File: src/rtl/rf_writeback_ctrl_pkg.sv
// Shared types and constants for the register-file writeback stage.
package rf_writeback_ctrl_pkg;

    localparam int XLEN_DEF = 32;
    localparam int AW_DEF   = 5;

    typedef enum logic [1:0] {
        IDLE     = 2'd0,
        WAIT_MEM = 2'd1,
        COMMIT   = 2'd2
    } wb_state_t;

    localparam logic [2:0] F3_LB  = 3'b000;
    localparam logic [2:0] F3_LH  = 3'b001;
    localparam logic [2:0] F3_LW  = 3'b010;
    localparam logic [2:0] F3_LBU = 3'b100;
    localparam logic [2:0] F3_LHU = 3'b101;

endpackage

File: src/rtl/rf_writeback_ctrl_extract.sv
// Load data extraction: selects byte/halfword lane and extends to XLEN.
module load_extract
    import rf_writeback_ctrl_pkg::*;
#(
    parameter int XLEN = XLEN_DEF
) (
    input  logic [2:0]      funct3,
    input  logic [1:0]      offset,
    input  logic [XLEN-1:0] word,
    output logic [XLEN-1:0] data
);

    logic [7:0]  b;
    logic [15:0] h;
    logic        sx;
    logic        is_b;
    logic        is_h;

    assign b    = word[{offset, 3'b000} +: 8];
    assign h    = word[{offset[1], 4'b0000} +: 16];
    assign sx   = ~funct3[2];
    assign is_b = (funct3 == F3_LB) || (funct3 == F3_LBU);
    assign is_h = (funct3 == F3_LH) || (funct3 == F3_LHU);

    always_comb begin
        data = word;
        unique case (1'b1)
            is_b:    data = {{(XLEN-8){sx & b[7]}}, b};
            is_h:    data = {{(XLEN-16){sx & h[15]}}, h};
            default: data = word;
        endcase
    end

endmodule

File: src/rtl/rf_writeback_ctrl.sv
// Writeback stage: ALU commits, one outstanding load, x0 suppression.
// Optional RF_WB_TIMEOUT_EN aborts a load stuck in WAIT_MEM.
module rf_writeback_ctrl
    import rf_writeback_ctrl_pkg::*;
#(
    parameter int XLEN    = XLEN_DEF,
    parameter int AW      = AW_DEF,
    parameter int TIMEOUT = 255
) (
    input  logic            clk,
    input  logic            rst,
    input  logic            alu_valid,
    input  logic [AW-1:0]   alu_rd,
    input  logic [XLEN-1:0] alu_result,
    input  logic            ld_req_valid,
    output logic            ld_req_ready,
    input  logic [AW-1:0]   ld_rd,
    input  logic [2:0]      ld_funct3,
    input  logic [1:0]      ld_offset,
    input  logic            mem_rsp_valid,
    input  logic [XLEN-1:0] mem_rsp_data,
    output logic            rf_load,
    output logic [AW-1:0]   rf_addr,
    output logic [XLEN-1:0] rf_data,
    output logic            stall,
    output logic            wb_err
);

    wb_state_t       state;
    wb_state_t       state_nxt;
    logic [AW-1:0]   ld_rd_q;
    logic [2:0]      ld_f3_q;
    logic [1:0]      ld_off_q;
    logic [XLEN-1:0] ld_data_q;
    logic [XLEN-1:0] ext_data;
    logic            ld_acc;
    logic            rsp_take;
    logic            timeout;
    logic            wr_en;
    logic [AW-1:0]   wr_addr;
    logic [XLEN-1:0] wr_data;
    logic            wr_go;

    load_extract #(.XLEN(XLEN)) u_ext (
        .funct3 (ld_f3_q),
        .offset (ld_off_q),
        .word   (mem_rsp_data),
        .data   (ext_data)
    );

    assign ld_req_ready = (state == IDLE);
    assign stall        = (state != IDLE);
    assign ld_acc       = ld_req_valid & ld_req_ready;
    assign rsp_take     = (state == WAIT_MEM) & mem_rsp_valid;
    assign wr_go        = wr_en && (wr_addr != '0);

`ifdef RF_WB_TIMEOUT_EN
    localparam int CW = ($clog2(TIMEOUT + 1) > 8) ? $clog2(TIMEOUT + 1) : 8;
    logic [CW-1:0] cnt;

    always_ff @(posedge clk or negedge rst) begin
        if (!rst) begin
            cnt <= '0;
        end else if (ld_acc) begin
            cnt <= '0;
        end else if (state == WAIT_MEM) begin
            cnt <= cnt + 1'b1;
        end
    end

    // A response on the final cycle beats the abort.
    assign timeout = (state == WAIT_MEM) && !mem_rsp_valid &&
                     (cnt == CW'(TIMEOUT - 1));
`else
    assign timeout = 1'b0;
`endif

    always_comb begin
        state_nxt = state;
        wr_en     = 1'b0;
        wr_addr   = alu_rd;
        wr_data   = alu_result;
        unique case (state)
            IDLE: begin
                wr_en = alu_valid;
                if (ld_acc) state_nxt = WAIT_MEM;
            end
            WAIT_MEM: begin
                if (rsp_take)     state_nxt = COMMIT;
                else if (timeout) state_nxt = IDLE;
            end
            COMMIT: begin
                wr_en     = 1'b1;
                wr_addr   = ld_rd_q;
                wr_data   = ld_data_q;
                state_nxt = IDLE;
            end
            default: state_nxt = IDLE;
        endcase
    end

    always_ff @(posedge clk or negedge rst) begin
        if (!rst) begin
            state     <= IDLE;
            rf_load   <= 1'b0;
            rf_addr   <= '0;
            rf_data   <= '0;
            wb_err    <= 1'b0;
            ld_rd_q   <= '0;
            ld_f3_q   <= '0;
            ld_off_q  <= '0;
            ld_data_q <= '0;
        end else begin
            state   <= state_nxt;
            rf_load <= wr_go;
            wb_err  <= timeout;
            if (wr_go) begin
                rf_addr <= wr_addr;
                rf_data <= wr_data;
            end
            if (ld_acc) begin
                ld_rd_q  <= ld_rd;
                ld_f3_q  <= ld_funct3;
                ld_off_q <= ld_offset;
            end
            if (rsp_take) ld_data_q <= ext_data;
        end
    end

endmodule
File: config.mk
export PLATFORM = sky130hd
export DESIGN_NAME = rf_writeback_ctrl
export DESIGN_NICKNAME = d
export VERILOG_FILES = /design/src/rtl/rf_writeback_ctrl_pkg.sv /design/src/rtl/rf_writeback_ctrl_extract.sv /design/src/rtl/rf_writeback_ctrl.sv
export SDC_FILE = /design/constraint.sdc
export NUM_CORES = 1
export LEC_CHECK = 0
export CAP_MARGIN = 20
export CORE_MARGIN = 3
export CORE_UTILIZATION = 44
export DETAILED_ROUTE_END_ITERATION = 8
export PLACE_DENSITY = 0.78
export SYNTH_ARGS = -nofsm -noshare
export SYNTH_HDL_FRONTEND = slang
export SYNTH_HIERARCHICAL = 1
export SYNTH_SLANG_ARGS = --single-unit
File: constraint.sdc
create_clock -name clk -period 1.7 [get_ports clk]
set_input_delay 0.34 -clock clk [delete_from_list [all_inputs] [get_ports clk]]
set_output_delay 0.34 -clock clk [all_outputs]
set_load 0.03 [all_outputs]
[Yosys cells after proc, flatten, opt, wreduce, memory -nomap -nowiden]
Cells that the tools add are included.
W data, S select, Z words.
Storage, ports and cells
  register bits: 82
  latch bits: 0
  RAM bits: 0
  ROM bits: 0
  input port bits: 84
  output and inout port bits: 41
  memories kept: 0
Operators by class
  add/sub/neg operators: 0
  multiply operators: 0
  div/mod/pow operators: 0
  $lt $le $gt $ge: 0
  equal/unequal tests: 7
  shifts and indexed selects: 2
  multiplexer cells: 7
  bitwise logic cells: 5
  reductions and logical operators: 8
Operators with widths (count)
  $pmux W32 S2: 1
  $mux W32: 1
  $shiftx A32 B6 Y16: 1
  $shiftx A32 B6 Y8: 1
  $eq A3 B3 Y1 const B: 2
  $mux W5: 1
  $reduce_bool A5 Y1: 1
  $and A1 B1 Y1: 4
  $mux W2: 2
  $pmux W2 S2: 1
  $eq A3 B1 Y1 const B: 1
  $logic_not A3 Y1: 1
  $eq A2 B1 Y1 const B: 1
  $eq A2 B2 Y1 const B: 1
  $logic_not A2 Y1: 1
  $logic_or A1 B1 Y1: 2
  $ne A2 B1 Y1 const B: 1
  $ne A2 B2 Y1 const B: 1
  $pmux W1 S2: 1
  $reduce_and A2 Y1: 1
  $reduce_bool A2 Y1: 1
  $logic_and A1 B1 Y1: 1
  $not A1 Y1: 1

[Logic depth before layout (Yosys ltp)]
Gate-level depths: netlist of the first run.
  word-level depth: 4
  depth in mapped cells: 9
  depth with buffers taken out: 6

[Cells and area by module]
Netlist of the first run, hierarchy kept.
Modules (own cells, without submodules)
  rf_writeback_ctrl: times used 1, cells an instance 340, area an instance 3663.5 µm²
  load_extract: times used 1, cells an instance 110, area an instance 739.5 µm²

[Worst setup path before layout of the first run]
OpenSTA, ideal clock, no wires.
  kind: register to register
  from: register state[0]
  to: register ld_f3_q[0]
  arrival: 1776 ps
  required time: 1575 ps
  path slack: -200 ps
  cell stages (with the launch flop): 5
  path buffers: 1
  period minus slack after synthesis: 1900 ps
  path through: dfrtp_1 -> nor2_1 -> and2_1 -> clkbuf_1 -> mux2_2
On the way
  longest elaborated chain between the ends: 2
RTL lines
  start, declared: line rf_writeback_ctrl.sv:29  | wb_state_t state;
  start signal, assigned: line rf_writeback_ctrl.sv:114  | state <= state_nxt;
  $logic_not A2 Y1: line rf_writeback_ctrl.sv:51  | assign ld_req_ready = (state == IDLE);
  via ld_req_ready: line rf_writeback_ctrl.sv:16  | output logic ld_req_ready,
  $and A1 B1 Y1: line rf_writeback_ctrl.sv:53  | assign ld_acc = ld_req_valid & ld_req_ready;
  end signal, assigned: line rf_writeback_ctrl.sv:123  | ld_f3_q <= ld_funct3;
  end, declared: line rf_writeback_ctrl.sv:32  | logic [2:0] ld_f3_q;
The timed path passes the listed nets, and every way through them passes these cells.
A chain may end at the register's enable or synchronous reset.

[Final worst setup path of the first run]
  from: register ld_rd_q[2]
  to: register rf_addr[4]
On the way
  longest elaborated chain between the ends: 3
RTL lines
  start, declared: line rf_writeback_ctrl.sv:31  | logic [AW-1:0] ld_rd_q;
  start signal, assigned: line rf_writeback_ctrl.sv:122  | ld_rd_q <= ld_rd;
  $mux W5: line rf_writeback_ctrl.sv:83  | unique case (state)
  $reduce_bool A5 Y1: line rf_writeback_ctrl.sv:55  | assign wr_go = wr_en && (wr_addr != '0);
  $logic_and A1 B1 Y1: line rf_writeback_ctrl.sv:55
  end signal, assigned: line rf_writeback_ctrl.sv:118  | rf_addr <= wr_addr;
  end, declared: line rf_writeback_ctrl.sv:23  | output logic [AW-1:0] rf_addr,
No other way between the ends.

==> impl_metrics.yaml, run 1 <==
routing:
  num_vias: 3845
  drc: 0
  drt_iter0_drc: 196
  drtAntennaViolNets: 0
  dr.pass1.iters: 6
  vias_per_cell: 5.35
  drt-wirelength-per-cell_um: 16.9
  drt_wl_total_um: 12100
run:
  maxCapViolCount: 0
setup_path:
  r2r_end: "rf_addr[4]"
  required_ns: 1.94
  path_max_fanout: 6
  crit_path_end: "rf_addr[4]"
  endpoint_kind: "flip-flop"
  cp.arrival_ns: 1.97
  reg2reg_from: "ld_rd_q[2]"
  critPathKind: "flip-flop to flip-flop"
  cp-startpoint: "ld_rd_q[2]"
  rr_worst_depth: 6
  rrSetupSlack_ns: -0.03
  startpoint_type: "flip-flop"
logic_synthesis:
  ys_top_cells_by_area: "dfrtp_1, nand2_1, mux2i_1, o21ai_2, o21ai_0"
  ys_ff_latch: 82
  synth.avg_cell_area_um2: 9.78
  ys_types: 41
  synthArstFlopShare: 1.00
  synth_top_area_cell: "dfrtp_1"
  synth_edf_count: 0
  yosys.area.top_type_share: 0.466
  yosysSeqAreaShare: 0.466
  syn_nets: 534
  syn_inst: 450
  yosysWarnings: 6
  synth_ff_type: "dfrtp_1"
  synth_area_mm2: 0.00440
clock_network:
  cts.sinks: 82
  h-tree-depth: 3
  clk_pin_slew_ns: 0.09
  insertion_delay_ns: 0.35
  cts_tree: "done"
  root_buffer: "clkbuf_8"
  cts.path.max_buffers: 2
  numCtsBuffers: 9
pwr:
  powerDensity_mw_per_mm2: 1330
  irDropWorstVdd_uv: 567
  p_leak_nw: 2.85
  power.total_mw: 8.36
grt:
  grt-ovfl-total: 0
  antenna_found_initial: 0
  grt_max_degree: 54
  grt_first_pass_wirelength_um: 20100
  track_usage: 0.225
  grt_pass1_vias: 4054
timing:
  grt_setup_unrepaired: "true"
  fmax_mhz: 578
  fin_crit_sh: 1.02
  finalSetupViolations: 30
  skew_ns: 0.0111
  tns_ns: -0.539
  hold_violations: 0
  layout_min_cycle_time_ns: 1.73
  layout_setup_ws_ns: -0.0302
  drv_slew: 0
layout:
  drive_gt1_frac: 0.224
  fillers: 772
  synthToLayoutAreaGrowth_pct: 42.6
  n_antenna_cell: 0
  seqCellArea_mm2: 0.00205
  fin_area_mm2: 0.00628
  fin_cells: 719
  multi_input_area_mm2: 0.00216
  nets: 669
placement:
  hpwl_um: 8720
  dp.cells: 695
  postPlaceCellArea_mm2: 0.00587
  gp_congestion: 0.890
  port_buffers: 123
floorplan:
  ios: 125
  initial_core_util: 0.465
  rows: 35
  core_area_mm2: 0.00946
  dieArea_mm2: 0.0112
  die_w_um: 106
  dieHeight_um: 106
run_status:
  violations: "setup timing"
  status: "finished, violations left"
min_path:
  hp-class: "primary input to asynchronous set/reset pin"
[stage by stage]
| step | hold WS (ns) | setup slack (ns) | utilization |
|---|---|---|---|
| after floorplan | 0.0444 | -0.151 | - |
| after global placement | 0.286 | -0.538 | 0.620 |
| after detailed placement | 0.298 | -0.608 | 0.620 |
| after CTS | 0.439 | -0.112 | 0.667 |
| after global routing | 0.477 | -0.0724 | 0.664 |
| final | 0.448 | -0.0302 | 0.664 |
[logic make-up (layout without fill, tap and decap cells)]
logic type / count (synthesis) / count (layout) / share of synthesized area
compound gates: 128 / 128 / 0.213
buf+inv: 41 / 181 / 0.0580
simple gates: 146 / 146 / 0.139
mux: 52 / 52 / 0.122
other cells: 1 / 1 / 0.000852
flops: 82 / 82 / 0.466
[Yosys cell counts (all sizes together) (2+ instances only)]
cell,instances
a31oi,2
or2,2
dfrtp,82
nor2b,7
nor3,3
o21ai,74
o22a,7
a221o,8
nand2,121
a2bb2oi,5
a22oi,2
or4,2
a21oi,21
mux2,12
a22o,3
inv,5
and2,2
clkbuf,17
buf,19
nor2,5
mux2i,40
a21o,4
[power breakdown]
group / switching [mW] / leakage (nW) / total [mW] / internal [mW]
Sequential: 0.394 / 1.02 / 3.03 / 2.64
Combinational: 2.05 / 1.71 / 3.64 / 1.59
Clock: 0.712 / 0.120 / 1.69 / 0.975
Total: 3.16 / 2.85 / 8.36 / 5.20
[placed cells by master (no fill, tap or decap), drive strengths merged, types with 3 or more instances in the layout]
| cell type | count |
|---|---|
| inv | 5 |
| o21ai | 74 |
| nand2 | 121 |
| dlygate4sd2 | 41 |
| nor2 | 5 |
| mux2 | 12 |
| a21oi | 21 |
| a2bb2oi | 5 |
| a22o | 3 |
| buf | 38 |
| dfrtp | 82 |
| clkdlybuf4s50 | 78 |
| clkbuf | 9 |
| a221o | 8 |
| nor2b | 7 |
| nor3 | 3 |
| bufinv | 3 |
| o22a | 7 |
| mux2i | 40 |
| a21o | 4 |
[timing repair]
action	4_1_cts	5_1_grt
setup endpoints to repair	76	60
pin swaps	40	3
resized for setup	72	14
setup buffers	5	1
gates cloned	4	0
hold buffers	1	0
hold endpoints to repair	29	0
[worst max-delay path, cell delays in order, from the launching register on]
cell and delay, ns:
dfrtp_1 0.38, or4_4 0.56, o32ai_4 0.14, or2_4 0.20
buf_12 0.13, buf_16 0.13, o21ai_2 0.05
[cell type report]
cell class	instances	area share
multi-input cells	327	0.343
flip-flops and latches	82	0.327
repair buffers	160	0.262
well taps	129	0.0257
clock buffers	9	0.0197
clock inverters	7	0.0185
inverters	5	0.00359
[state kept, by name (all words and copies together) (netlist names)]
| register | cells |
|---|---|
| ld_data_q | 32 |
| rf_data | 32 |
| ld_rd_q | 5 |
| rf_addr | 5 |
| ld_f3_q | 3 |
| ld_off_q | 2 |
| state | 2 |
| rf_load | 1 |
[routing by layer]
layer / GRT usage / wire length, µm / vias up
met5: 0 / 0 / -
li1: - / - / 1828
met2: 0.384 / 6010 / 146
met1: 0.285 / 5170 / 1854
met4: 0.0796 / 230 / 0
met3: 0.0419 / 730 / 17
[worst min path at each step]
stage                         endpoint  slack (ns)  depth (start not counted)
after floorplan           ld_data_q[0]        0.04                          0
after global placement      ld_rd_q[0]        0.29                          1
after detailed placement    ld_rd_q[0]        0.30                          1
after CTS                   rf_addr[2]        0.44                          3
after global routing        ld_rd_q[0]        0.48                          2
final                       ld_rd_q[0]        0.45                          2
(Power assumes the default switching activity.)
==> run 2: changes to the inputs <==
CORE_MARGIN = unset   (was 3)
==> run 2 against run 1 <==
The run still ends with setup timing left. Sequential power about the same. Fmax decreased by 1.2%. Power decreased by 3.4%. Die area decreased by 7.4%. Setup slack got worse by 0.021 ns. Clock skew decreased by 0.0054 ns. Final cell count increased by 1.3%. Register-to-register slack got worse by 0.02 ns. Critical path type unchanged. Critical endpoint is now rf_addr[2]. Highest routed layer unchanged.
==> impl_metrics.yaml, run 2 (synthesis gave the netlist of run 1 again) <==
pwr:
  powerDensity_mw_per_mm2: 1280
  power.total_mw: 8.07
  combPwrFrac: 0.450
  p_switching_mw: 3.14
  p_int_mw: 4.93
  seqPwrFrac: 0.375
  switching_share: 0.389
  p_leak_nw: 2.87
  pwr-share-clk: 0.175
  irDropWorstVdd_uv: 706
layout:
  nets: 674
  mostFrequentLayoutCell: "nand2_1"
  fin_util: 0.647
  synthToLayoutAreaGrowth_pct: 42.9
  mostFrequentLayoutCells: "nand2_1, dfrtp_1, clkdlybuf4s50_1"
  n_antenna_cell: 0
  fillers: 811
  reg.largest.list: "ld_data_q: 32 flops, rf_data: 32 flops"
  drive_gt1_frac: 0.222
clock_network:
  cts_tree: "done"
  root_buffer: "clkbuf_8"
  cts.path.max_buffers: 2
  cts.sinks: 82
  h-tree-depth: 3
  clk_pin_slew_ns: 0.08
  numCtsBuffers: 9
  insertion_delay_ns: 0.35
floorplan:
  initial_core_util: 0.453
  ios: 125
  dieHeight_um: 102
  core_area_mm2: 0.00973
  rows: 36
  dieArea_mm2: 0.0104
  die_w_um: 102
setup_path:
  required_ns: 1.93
  rrSetupSlack_ns: -0.05
  endpoint_kind: "flip-flop"
  reg2reg_from: "ld_rd_q[2]"
  rr_worst_depth: 6
  path_max_fanout: 6
  startpoint_type: "flip-flop"
  critPathKind: "flip-flop to flip-flop"
  r2r_end: "rf_addr[2]"
  cp-startpoint: "ld_rd_q[2]"
  cp.arrival_ns: 1.98
timing:
  fin_crit_sh: 1.03
  finalSetupViolations: 34
  hold_violations: 0
  fmax_mhz: 571
  skew_ns: 0.00576
  grt_setup_unrepaired: "true"
  layout_setup_ws_ns: -0.0511
  drv_slew: 0
  layout_min_cycle_time_ns: 1.75
grt:
  met1_usage: 0.307
  grt_pass1_vias: 3902
  grt_max_degree: 39
  grt_first_pass_wirelength_um: 19200
  antenna_found_initial: 0
  met3_usage: 0.0499
  grt-ovfl-total: 0
  use_met2: 0.412
  track_usage: 0.240
  top_usage_layer: "met2"
routing:
  drt_iter0_drc: 197
  drt_wl_total_um: 12300
  drc: 0
  drtAntennaViolNets: 0
  vias_per_cell: 5.30
  drt-wirelength-per-cell_um: 16.8
  num_vias: 3855
  dr.pass1.iters: 4
placement:
  gp_congestion: 0.893
  pre_cts_ws_ns: -0.616
  port_buffers: 123
  hpwl_um: 8510
run_status:
  status: "finished, violations left"
  violations: "setup timing"
min_path:
  hp-class: "primary input to asynchronous set/reset pin"
run:
  maxCapViolCount: 0
[run 2: worst max-delay path by stage]
| stage | slack, ns | cells after the start | end |
|---|---|---|---|
| 2_1_floorplan | -0.15 | 6 | rf_data[23] |
| 3_3_place_gp | -0.53 | 6 | rf_data[20] |
| 3_5_place_dp | -0.62 | 6 | rf_data[21] |
| 4_1_cts | -0.13 | 7 | rf_addr[3] |
| 5_1_grt | -0.11 | 6 | rf_data[7] |
| 6_report | -0.05 | 6 | rf_addr[2] |
[run 2: layout make-up]
class                   count  area [µm²]  area share
inverters                   5        18.8     0.00298
clock buffers              11         141      0.0225
well taps                 133         166      0.0264
multi-input cells         327        2150       0.342
repair buffers            165        1710       0.271
flip-flops and latches     82        2050       0.326
clock inverters             5        53.8     0.00855
[run 2: worst max-delay path: stages (launching register included)]
cell	delay, ns
dfrtp_1	0.39
or4_4	0.57
o32ai_4	0.13
or2_4	0.22
buf_6	0.15
buf_12	0.13
o21ai_2	0.05
[run 2: layer usage]
layer | wire (µm) | vias to the layer above
met5 | 0 | -
met4 | 246 | 0
met3 | 705 | 20
met2 | 6250 | 138
met1 | 5050 | 1855
li1 | - | 1842
[run 2: repair_timing]
item,CTS,global route
gates cloned,4,1
pin swaps,26,10
resized for setup,62,19
setup endpoints to repair,78,54
buffers inserted,7,2
hold buffers,1,0
hold endpoints to repair,25,0
[run 2: stage by stage]
| stage | cells | cell area (µm²) | hold slack (ns) | TNS (ns) |
|---|---|---|---|---|
| 4_1_cts | 727 | 6270 | 0.453 | -2.46 |
| 5_1_grt | 728 | 6290 | 0.473 | -3.02 |
| 3_3_place_gp | 700 | 5910 | 0.281 | -23.19 |
| 6_report | 728 | 6290 | 0.443 | -0.912 |
| 3_5_place_dp | 700 | 5910 | 0.283 | -26.28 |
| 2_1_floorplan | 450 | 4410 | 0.0444 | -4.77 |
[run 2: power by group through the flow]
stage               clock [mW]  combinational, mW  sequential [mW]
global placement             0               3.51             3.06
detailed placement           0               3.61             3.09
floorplan                    0               1.82             3.52
global route              1.53               3.92             3.12
finish                    1.41               3.64             3.03
CTS                       1.43               3.61             3.03
